[src/rtl/risky_decode.sv]
// Decode/issue stage for risky_alu: RV32I OP/OP-IMM decode, RAW scoreboard with
// writeback bypass, and a single-entry output register toward execute.
module risky_decode #(
   parameter int XLEN = 32,
   parameter int NREG = 32
) (
   input  logic            clk,
   input  logic            rst,
   input  logic            in_valid,
   output logic            in_ready,
   input  logic [31:0]     in_inst,
   output logic [4:0]      rf_raddr1,
   output logic [4:0]      rf_raddr2,
   input  logic [XLEN-1:0] rf_rdata1,
   input  logic [XLEN-1:0] rf_rdata2,
   input  logic            wb_valid,
   input  logic [4:0]      wb_rd,
   input  logic [XLEN-1:0] wb_data,
   output logic            out_valid,
   input  logic            out_ready,
   output logic [3:0]      out_mode,
   output logic [XLEN-1:0] out_a,
   output logic [XLEN-1:0] out_b,
   output logic [4:0]      out_rd,
   output logic            out_we,
   output logic            out_illegal
);

   // Handshakes: a transfer happens on a rising edge where valid & ready are both 1;
   // valid never depends on ready, and the sender holds its payload until it transfers.
   localparam logic [6:0] OPC_OP    = 7'b0110011;
   localparam logic [6:0] OPC_OPIMM = 7'b0010011;
   localparam logic [6:0] F7_ZERO   = 7'b0000000;
   localparam logic [6:0] F7_ALT    = 7'b0100000;

   logic [6:0]      opcode, f7;
   logic [2:0]      f3;
   logic [4:0]      rs1, rs2, rd;
   logic            is_op, is_opimm, legal;
   logic            byp1, byp2, hazard, accept;
   logic [XLEN-1:0] rs1_val, rs2_val, imm;
   logic [3:0]      dec_mode;
   logic [XLEN-1:0] dec_a, dec_b;
   logic            dec_we;
   logic [NREG-1:0] busy;

   assign opcode    = in_inst[6:0];
   assign rd        = in_inst[11:7];
   assign f3        = in_inst[14:12];
   assign rs1       = in_inst[19:15];
   assign rs2       = in_inst[24:20];
   assign f7        = in_inst[31:25];
   assign rf_raddr1 = rs1;
   assign rf_raddr2 = rs2;

   assign is_op    = (opcode == OPC_OP);
   assign is_opimm = (opcode == OPC_OPIMM);

   always_comb begin
      legal = 1'b0;
      if (is_op)
         legal = (f7 == F7_ZERO) || ((f7 == F7_ALT) && ((f3 == 3'b000) || (f3 == 3'b101)));
      else if (is_opimm) begin
         if (f3 == 3'b001)
            legal = (f7 == F7_ZERO);
         else if (f3 == 3'b101)
            legal = (f7 == F7_ZERO) || (f7 == F7_ALT);
         else
            legal = 1'b1;
      end
   end

   // A writeback landing this cycle both resolves the hazard and supplies the operand.
   assign byp1    = wb_valid && (wb_rd == rs1) && (rs1 != 5'd0);
   assign byp2    = wb_valid && (wb_rd == rs2) && (rs2 != 5'd0);
   assign rs1_val = (rs1 == 5'd0) ? '0 : (byp1 ? wb_data : rf_rdata1);
   assign rs2_val = (rs2 == 5'd0) ? '0 : (byp2 ? wb_data : rf_rdata2);
   assign imm     = {{(XLEN-12){in_inst[31]}}, in_inst[31:20]};

   assign hazard   = legal && ((busy[rs1] && !byp1) || (is_op && busy[rs2] && !byp2));
   assign in_ready = (!out_valid || out_ready) && !hazard;
   assign accept   = in_valid && in_ready;

   always_comb begin
      dec_mode = 4'd0;
      dec_a    = '0;
      dec_b    = '0;
      dec_we   = 1'b0;
      if (legal) begin
         dec_a  = rs1_val;
         dec_we = (rd != 5'd0);
         if (is_op) begin
            dec_mode = {in_inst[30], f3};
            dec_b    = rs2_val;
         end else begin
            dec_mode = {(f3 == 3'b101) ? in_inst[30] : 1'b0, f3};
            dec_b    = imm;
         end
      end
   end

   // Set is evaluated before clear so a same-register collision leaves the bit set.
   always_ff @(posedge clk) begin
      if (rst) begin
         busy <= '0;
      end else begin
         for (int i = 1; i < NREG; i++) begin
            if (accept && dec_we && (rd == i[4:0]))
               busy[i] <= 1'b1;
            else if (wb_valid && (wb_rd == i[4:0]))
               busy[i] <= 1'b0;
         end
         busy[0] <= 1'b0;
      end
   end

   always_ff @(posedge clk) begin
      if (rst) begin
         out_valid   <= 1'b0;
         out_mode    <= 4'd0;
         out_a       <= '0;
         out_b       <= '0;
         out_rd      <= 5'd0;
         out_we      <= 1'b0;
         out_illegal <= 1'b0;
      end else if (accept) begin
         out_valid   <= 1'b1;
         out_mode    <= dec_mode;
         out_a       <= dec_a;
         out_b       <= dec_b;
         out_rd      <= rd;
         out_we      <= dec_we;
         out_illegal <= !legal;
      end else if (out_ready) begin
         out_valid   <= 1'b0;
      end
   end

endmodule
[config.mk]
export PLATFORM = sky130hd
export DESIGN_NAME = risky_decode
export DESIGN_NICKNAME = d
export VERILOG_FILES = /design/src/rtl/risky_decode.sv
export SDC_FILE = /design/constraint.sdc
export NUM_CORES = 1
export LEC_CHECK = 0
export ABC_AREA = 1
export BUFFER_PORTS_ARGS = -buffer_cell sky130_fd_sc_hd__buf_4
export CAP_MARGIN = 5
export CELL_PAD_IN_SITES_DETAIL_PLACEMENT = 1
export CELL_PAD_IN_SITES_GLOBAL_PLACEMENT = 2
export CORE_MARGIN = 3
export CORE_UTILIZATION = 26
export DETAILED_ROUTE_END_ITERATION = 10
export GPL_TIMING_DRIVEN = 0
export PLACE_DENSITY_LB_ADDON = 0.1
export SYNTH_ARGS = -nofsm -noshare
export SYNTH_HDL_FRONTEND = slang
export SYNTH_SLANG_ARGS = --single-unit
[constraint.sdc]
create_clock -name clk -period 2.7 [get_ports clk]
set_input_delay 0.54 -clock clk [delete_from_list [all_inputs] [get_ports clk]]
set_output_delay 0.54 -clock clk [all_outputs]
set_load 0.005 [all_outputs]
==> impl_metrics.ini <==
[placement]
post-dp-hpwl_mm = 26.07
placedCellCount = 1723
io_buffers = 218
gp_congestion = 0.8602

[final_layout]
finalNetCount = 1545
final_util = 0.3662
num_antenna_cells = 0
area_growth_pct = 36.58
final_cell_mix = nand2_1, buf_4, inv_1, nor2_1, a21oi_1
mostFrequentLayoutCell = nand2_1
final.fill_count = 3484
drive_gt1_frac = 0.2443
instances_no_fill = 1747

[floorplan]
rows = 59
die_area_mm2 = 0.02919
initial_core_util = 0.2681
die_x_um = 170.9
die_h_um = 170.9
core_mm2 = 0.02635
boundaryPins = 225

[min_path]
hp-class = register to register
hp-start = out_a[24]$_SDFFE_PP0P_

[sta]
hold_violations = 0
max_freq_ghz = 0.3768
rsz0062_at_grt = yes
slew_violations = 0
fin_crit_sh = 0.9829
worst_pin_slew_ns = 0.7539
skew_ns = 0.02037
setup_tns_ns = 0
relSlewSlack = 0.4974
min_period_ns = 2.654
setup_viol = 0

[clocking]
hold_buffers = 0
clk_pin_slew_ns = 0.09
cts_tree = yes
htree_levels = 3
cts-root-buf = clkbuf_16
clock_latency_ns = 0.36
numCtsBuffers = 9
cts.sinks = 107
clockBufferDepth = 2

[critical_path]
cp.depth = 10
startpoint_type = input pin
worstPathMaxFanout = 5
max_stage_delay_ns = 0.25
cp-endpoint = in_ready
cp.required_ns = 2.16
r2r_cells = 13
critPathMostFrequentCell = buf_4
crit_slowest_cell = or2_1
reg2reg_setup_slack_ns = 0.45
r2r_start = busy[8]$_SDFFE_PP0P_
end_kind = output pin
crit_chain = buf_4 > or2_1 > nor4_4 > nand2_1 > nor2_2 > nand3_2 > nand2_4 > a21boi_4 > buf_6 > buf_4
timing_worst_setup_path_type = input pin to output pin
crit_family = simple AND/OR/NAND/NOR gates
startpoint = in_inst[3]
crit_buf_inv = 3
crit_arrival_ns = 2.11
timing.rr.end = out_b[1]$_SDFFE_PP0P_

[synthesis]
ys_dominant_reg_cell = dfxtp_1
synth.cell_area_mm2 = 0.007067
synth.area.top_cells = dfxtp_1, nand2_1, inv_1
ys_seq_area_frac = 0.3031
syn_inst = 1170
synth_top_area_frac = 0.3031
yosysUniqueCellTypes = 31
async_flop_share = 0
yosys.area.top_type = dfxtp_1
synth_fp_nets = 1308
avgSynthCellArea_um2 = 6.040
ys_ff_latch = 107
synth_edf_count = 0
yosysWarnings = 0

[drt]
wl_mm = 32.43
avgViaCountPerCell = 4.717
ant_nets = 0
drtIter0Drc = 423
vias = 8241
drcViolationCount = 0
wl_per_cell_um = 18.56
drt-pass1-iter-count = 5

[grt]
grtUsageTotal = 0.2204
gr-total-overflow = 0
grt_pass1_vias = 8568
grt_max_degree = 19
grt_pass1_wl_mm = 49.42
antenna_found_initial = 1

[power]
leakagePower_uw = 0.004443
p_per_area_mw_per_mm2 = 416.3
vdd_drop_max_mv = 0.3596

[status]
outcome = finished clean

[run]
maxCapViolations = 0
sequential cells by signal (all words and copies together), names as in the netlist:
signal / flops
out_b: 32
out_mode: 4
out_rd: 5
out_a: 32
busy: 31
out_we: 1
out_illegal: 1
out_valid: 1
kinds of logic after synthesis:
logic type             count (synthesis)  synth area share
buffers and inverters                255            0.1555
flip-flops                           107            0.3031
AO/OA/AOI/OAI                        184            0.1362
XOR/XNOR                               4          0.004957
AND/OR/NAND/NOR                      611            0.3860
multiplexers                           9           0.01434
worst min-delay path by stage:
stage	to	slack, ns	cells past startpoint
floorplan	out_rd[4]$_SDFFE_PP0P_	0.46	2
global placement	out_b[6]$_SDFFE_PP0P_	0.45	2
detailed placement	out_rd[2]$_SDFFE_PP0P_	0.46	2
CTS	out_rd[2]$_SDFFE_PP0P_	0.47	2
global route	out_rd[0]$_SDFFE_PP0P_	0.48	3
finish	out_a[24]$_SDFFE_PP0P_	0.47	2
area by class of cell:
| class | count | area [um2] | area share |
|---|---|---|---|
| Buffer | 86 | 510.5 | 0.05289 |
| Clock buffer | 10 | 239.0 | 0.02476 |
| Clock inverter | 6 | 93.84 | 0.009723 |
| Inverter | 169 | 643.1 | 0.06663 |
| Multi-Input combinational cell | 808 | 3908 | 0.4048 |
| Sequential cell | 107 | 2142 | 0.2219 |
| Tap cell | 335 | 419.2 | 0.04343 |
| Timing Repair Buffer | 226 | 1697 | 0.1758 |
synth_stat cells, types with 3 or more instances:
| library cell | instances |
|---|---|
| buf_1 | 3 |
| nor3_1 | 42 |
| a21oi_1 | 119 |
| nand4_1 | 12 |
| clkbuf_1 | 43 |
| buf_6 | 9 |
| inv_2 | 8 |
| nor3_2 | 20 |
| nand4_2 | 3 |
| o211ai_1 | 12 |
| dfxtp_1 | 107 |
| buf_2 | 17 |
| nand3_1 | 118 |
| mux2_2 | 9 |
| inv_1 | 160 |
| nor2_2 | 4 |
| o21ai_0 | 50 |
| nand2_1 | 268 |
| xnor2_1 | 4 |
| or2_0 | 4 |
| nor2_1 | 133 |
| buf_4 | 14 |
worst reg2reg max path: stages (launching register included):
cell and delay [ns]:
dfxtp_1 0.36, or2_2 0.31, nand3_1 0.07, nand3_1 0.07, nand3_1 0.11, nand3_1 0.10
nand3_2 0.11, nand2_4 0.09, a21boi_4 0.22, buf_4 0.15, buf_4 0.17, buf_4 0.21
nand3_1 0.09, a21oi_1 0.14
metal layers:
layer,GRT usage,share of wire,up-vias
met3,0.05222,0.061,44
met5,0,0,-
li1,-,-,4181
met2,0.3651,0.46,210
met4,0.05248,0.020,0
met1,0.2911,0.46,3806
what timing repair did:
item | in CTS | in global routing
gates resized for setup | 28 | 11
setup buffers | 5 | 2
endpoints found under the setup margin | 107 | 6
pin swaps | 5 | 2
cloned | 0 | 1
through the flow:
step | setup slack, ns | hold slack (ns) | total power, uW | instance area (um2)
final | 0.04607 | 0.4672 | 4018 | 9652
after global routing | -0.03006 | 0.4808 | 4231 | 9652
after CTS | 0.01161 | 0.4695 | 4068 | 9602
after detailed placement | -0.9686 | 0.4572 | 2499 | 9123
after global placement | -0.9422 | 0.4527 | 2494 | 9123
after floorplan | 0.3596 | 0.4554 | 2075 | 7067
power breakdown:
part | total (uW) | internal (uW) | switching (uW)
Combinational | 851 | 361 | 490
Sequential | 1640 | 1620 | 23.2
Clock | 1530 | 850 | 679
(Power assumes the default switching activity.)
